===== src/rtl/dram_arb_pkg.sv =====
// Shared types and constants for the data-RAM arbiter (debug FSM states, default widths,
// starvation counter width).
package dram_arb_pkg;

  localparam int DEF_ADDR_W   = 6;
  localparam int DEF_DATA_W   = 32;
  localparam int STARVE_CNT_W = 4;

  typedef enum logic [1:0] {
    D_IDLE = 2'd0,
    D_WAIT = 2'd1,
    D_DONE = 2'd2
  } dbg_state_t;

endpackage


===== src/rtl/dram_starve_counter.sv =====
// Saturating count of consecutive cycles the CPU beat a pending debug request;
// at_limit tells the arbiter to force the debug port in.
module dram_starve_counter
  import dram_arb_pkg::*;
#(
  parameter int LIMIT = 4
) (
  input  logic clk,
  input  logic reset,
  input  logic dbg_valid,
  input  logic cpu_req,
  input  logic dbg_grant,
  output logic at_limit
);

  localparam logic [STARVE_CNT_W-1:0] LIMIT_V = STARVE_CNT_W'(LIMIT);
  localparam logic [STARVE_CNT_W-1:0] CNT_ONE = STARVE_CNT_W'(1);

  logic [STARVE_CNT_W-1:0] cnt_reg;
  logic [STARVE_CNT_W-1:0] cnt_next;

  always_comb begin
    cnt_next = cnt_reg;
    if (dbg_grant || !dbg_valid) begin
      cnt_next = '0;
    end else if (cpu_req && (cnt_reg != LIMIT_V)) begin
      cnt_next = cnt_reg + CNT_ONE;
    end
  end

  always_ff @(posedge clk) begin
    if (reset) begin
      cnt_reg <= '0;
    end else begin
      cnt_reg <= cnt_next;
    end
  end

  assign at_limit = (cnt_reg == LIMIT_V);

endmodule


===== src/rtl/dram_arbiter.sv =====
// Shares the single-port data RAM between the MEM stage (priority) and a debug/loader port.
// Define DRAM_ARB_STARVE_EN to compile in the starvation counter that forces debug grants.
module dram_arbiter
  import dram_arb_pkg::*;
#(
  parameter int ADDR_W       = DEF_ADDR_W,
  parameter int DATA_W       = DEF_DATA_W,
  parameter int STARVE_LIMIT = 4
) (
  input  logic              clk,
  input  logic              reset,
  input  logic              cpu_req,
  input  logic              cpu_we,
  input  logic [ADDR_W-1:0] cpu_addr,
  input  logic [DATA_W-1:0] cpu_wdata,
  output logic [DATA_W-1:0] cpu_rdata,
  output logic              cpu_stall,
  input  logic              dbg_valid,
  input  logic              dbg_we,
  input  logic [ADDR_W-1:0] dbg_addr,
  input  logic [DATA_W-1:0] dbg_wdata,
  output logic              dbg_ready,
  output logic              dbg_done,
  output logic [DATA_W-1:0] dbg_rdata,
  output logic [ADDR_W-1:0] ram_addr,
  output logic [DATA_W-1:0] ram_wdata,
  output logic              ram_we,
  input  logic [DATA_W-1:0] ram_rdata
);

  dbg_state_t        state_reg;
  logic              dbg_done_reg;
  logic [DATA_W-1:0] dbg_rdata_reg;
  logic              force_dbg;
  logic              dbg_grant;

  if ((STARVE_LIMIT < 1) || (STARVE_LIMIT > 15)) begin : g_bad_limit
    $error("dram_arbiter: STARVE_LIMIT must be within 1..15");
  end

`ifdef DRAM_ARB_STARVE_EN
  dram_starve_counter #(
    .LIMIT(STARVE_LIMIT)
  ) u_starve (
    .clk      (clk),
    .reset    (reset),
    .dbg_valid(dbg_valid),
    .cpu_req  (cpu_req),
    .dbg_grant(dbg_grant),
    .at_limit (force_dbg)
  );

  assign cpu_stall = dbg_grant && cpu_req;
`else
  // Without the counter debug only ever gets idle CPU slots, so the pipeline never freezes.
  assign force_dbg = 1'b0;
  assign cpu_stall = 1'b0;
`endif

  // D_DONE blocks a grant so consecutive debug accesses always leave a CPU slot between them.
  assign dbg_grant = dbg_valid && (state_reg != D_DONE) && (!cpu_req || force_dbg);
  assign dbg_ready = dbg_grant;

  assign ram_addr  = dbg_grant ? dbg_addr  : cpu_addr;
  assign ram_wdata = dbg_grant ? dbg_wdata : cpu_wdata;
  assign ram_we    = dbg_grant ? dbg_we    : (cpu_req && cpu_we);
  assign cpu_rdata = ram_rdata;

  // A reset landing while the pulse is up swallows it; the RAM write has already happened.
  assign dbg_done  = dbg_done_reg && !reset;
  assign dbg_rdata = dbg_rdata_reg;

  always_ff @(posedge clk) begin
    if (reset) begin
      state_reg     <= D_IDLE;
      dbg_done_reg  <= 1'b0;
      dbg_rdata_reg <= '0;
    end else begin
      dbg_done_reg <= dbg_grant;
      if (dbg_grant) begin
        dbg_rdata_reg <= ram_rdata;
      end
      case (state_reg)
        D_IDLE: begin
          if (dbg_grant) begin
            state_reg <= D_DONE;
          end else if (dbg_valid) begin
            state_reg <= D_WAIT;
          end
        end
        D_WAIT: begin
          if (dbg_grant) begin
            state_reg <= D_DONE;
          end else if (!dbg_valid) begin
            state_reg <= D_IDLE;
          end
        end
        D_DONE:  state_reg <= D_IDLE;
        default: state_reg <= D_IDLE;
      endcase
    end
  end

endmodule


===== config.mk =====
export PLATFORM = sky130hd
export DESIGN_NAME = dram_arbiter
export DESIGN_NICKNAME = d
export VERILOG_FILES = /design/src/rtl/dram_arb_pkg.sv /design/src/rtl/dram_starve_counter.sv /design/src/rtl/dram_arbiter.sv
export SDC_FILE = /design/constraint.sdc
export NUM_CORES = 1
export LEC_CHECK = 0
export CORE_UTILIZATION = 33
export DETAILED_ROUTE_END_ITERATION = 12
export PLACE_DENSITY = 0.93
export SYNTH_ARGS = -nofsm -noshare
export SYNTH_HDL_FRONTEND = slang
export SYNTH_SLANG_ARGS = --single-unit

===== constraint.sdc =====
create_clock -name clk -period 3.6 [get_ports clk]
set_input_delay 0.72 -clock clk [delete_from_list [all_inputs] [get_ports clk]]
set_output_delay 0.72 -clock clk [all_outputs]
set_load 0.01 [all_outputs]

==> metrics.md <==
| Metric | Value |
|---|---|
| Run status | `finished clean` |
| Worst Setup Start Kind | `input port` |
| Layout fillers | `499` |
| Htree depth | `2` |
| Total negative slack | `0 ns` |
| Max FFs per register | `32` |
| Final Hold Fails | `0` |
| Register Area | `701 um2` |
| Clock sink total | `35` |
| Crit-path leading delay family | `buffers and inverters` |
| Setup bufs post-CTS | `0` |
| Multi-input logic area | `1220 um2` |
| Syn Inst Count | `225` |
| Longest Clk Path Bufs | `2` |
| DR vias/cell | `4.47` |
| Area delta synth->final | `91.8%` |
| Die footprint | `7230 um2` |
| Die width | `85.0 um` |
| IO buf count | `218` |
| Residual DRC | `0` |
| Synth Cell Area | `2280 um2` |
| Post-Syn Area per Cell | `10.1 um2` |
| Maximum fanout along the worst path | `15` |
| Ports | `220` |
| Seq/Total Area, Yosys | `0.308` |
| CTS-repair resized insts | `0` |
| DRT iter0 DRCs | `22` |
| Die Y-Extent | `85.0 um` |
| # rows | `29` |
| Initial antenna violation count | `0` |
| Worst path cell trace | `clkdlybuf4s50_1 > nand3b_4 > buf_4 > mux2_2 > clkdlybuf4s50_1` |
| Met1 Use GR | `0.209` |
| Most common cell after layout, fill and taps aside | `clkdlybuf4s50_1` |
| Drt wl/cell | `15.2 um` |
| Total gr overflow | `0` |
| First-pass GRT wire length | `11.2 mm` |
| Seq cells post-synth | `35` |
| GRT Util Overall | `0.195` |
| Worst Clk Skew | `0.00831 ns` |
| Clock slew at reported path FFs | `0.07 ns` |
| Worst path max stage delay | `0.52 ns` |
| Hold Crit Class | `reg -> reg` |
| Worst skew pair latency | `0.28 ns` |
| Max Cap Viol | `0` |
| Met3 usage | `0.0399` |
| Crit path kind | `in -> out` |
| Worst VDD drop | `0.274 mV` |
| CP required | `2.88 ns` |
| Arr. time, crit path | `2.51 ns` |
| Setup-failing EPs final | `0` |
| Most frequent cells in the layout | `clkdlybuf4s50_1 (218), nand2b_1 (65), mux2_2 (38)` |
| Hold Worst Slack | `0.451 ns` |
| Cell variety after synth | `16` |
| CTS Buf Count | `5` |
| Core area | `6490 um2` |
| RSZ-0062 raised after global routing | `no` |
| Fin crit period | `3.23 ns` |
| ANT nets after route | `0` |
| TritonCTS clock tree | `yes` |
| DR pass1 iterations | `4` |
| Leak pwr | `1.64 nW` |
| Cell mode on critical path | `clkdlybuf4s50_1` |
| Starting Density | `0.350` |
| Busiest grt layer | `met2` |
| Routed WL | `7.37 mm` |
| HPWL after detailed placement | `5.97 mm` |
| GP Congestion | `0.849` |
| CP bufs+invs | `3` |
| Hold_buf cts | `0` |
| Fin crit share | `0.896` |
| Worst Setup End Kind | `output port` |
| Antenna diode count | `0` |
| M2 GR Usage | `0.388` |
| Largest net degree at the start of global routing | `68` |
| Nets | `521` |
| Share of layout cells above drive strength 1 | `0.127` |
| Vias in the first global route | `2,272` |
| Critical-path top delay cell | `clkdlybuf4s50_1` |
| Max Clock Freq | `310 MHz` |
| Root buffer cell | `clkbuf_8` |
| Count of final max-slew check failures | `0` |
| Vias | `2,167` |
| Cell Pwr Density | `277 nW/um2` |
| Syn_nets | `339` |
| YS warnings | `0` |
-- stage by stage --
step | instance area, um2 | power (W) | util | setup slack, ns | std cells
after CTS | 4360 | 0.00123 | 0.672 | 0.370 | 485
final | 4360 | 0.00121 | 0.672 | 0.374 | 485
after global routing | 4360 | 0.00127 | 0.672 | 0.318 | 485
after global placement | 4250 | 0.000851 | 0.654 | 0.400 | 477
after detailed placement | 4250 | 0.000860 | 0.654 | 0.375 | 477
after floorplan | 2280 | 0.000605 | - | 1.49 | 225
-- routing by layer --
metal  share of wire  vias up
li1                -     1075
met1            0.37      987
met2            0.56       97
met3           0.064        8
met4           0.012        0
met5               0        -
-- power breakdown --
part           leakage (nW)  internal, W  total [W]  switching [W]
clock network        0.0612     0.000224   0.000361       0.000137
registers             0.286     0.000407   0.000417     0.00000976
logic                  1.29     0.000293   0.000434       0.000140
total                  1.64     0.000924    0.00121       0.000287
-- Yosys cell counts, drive strengths merged --
master	instances	share of area
buf	40	0.14
nor2	1	0.0016
clkbuf	7	0.012
nand3b	1	0.0088
nor2b	1	0.0028
a22o	1	0.0038
nor4b	1	0.0038
mux2i	32	0.14
mux2	38	0.19
conb	1	0.0016
inv	1	0.0038
dfxtp	35	0.31
nand2b	65	0.18
nor4bb	1	0.0044
-- final timing paths --
| kind | startpoint | endpoint | slack [ns] | cells past startpoint |
|---|---|---|---|---|
| hold / removal | state_reg[1] | state_reg[1] | 0.45 | 1 |
| setup reg to reg | state_reg[0] | dbg_rdata[2] | 1.98 | 6 |
| hold reg to reg | state_reg[1] | state_reg[1] | 0.45 | 1 |
| setup / recovery | cpu_req | ram_wdata[2] | 0.37 | 5 |
-- logic make-up (layout without fill, tap and decap cells) --
family,Yosys count,count (layout),synth area share
and+or+nand+nor,70,70,0.200
AOI/OAI and AO/OA,1,1,0.00385
DFF,35,35,0.308
buffers and inverters,48,231,0.158
muxes,70,70,0.329
other,1,1,0.00165
-- final cells by class --
class	count	share of cell area
Multi-Input combinational cell	142	0.279
Tap cell	77	0.0221
Clock buffer	6	0.0189
Timing Repair Buffer	222	0.510
Inverter	1	0.00201
Clock inverter	2	0.00803
Sequential cell	35	0.161
No activity file was read; power rests on OpenSTA's default activity.
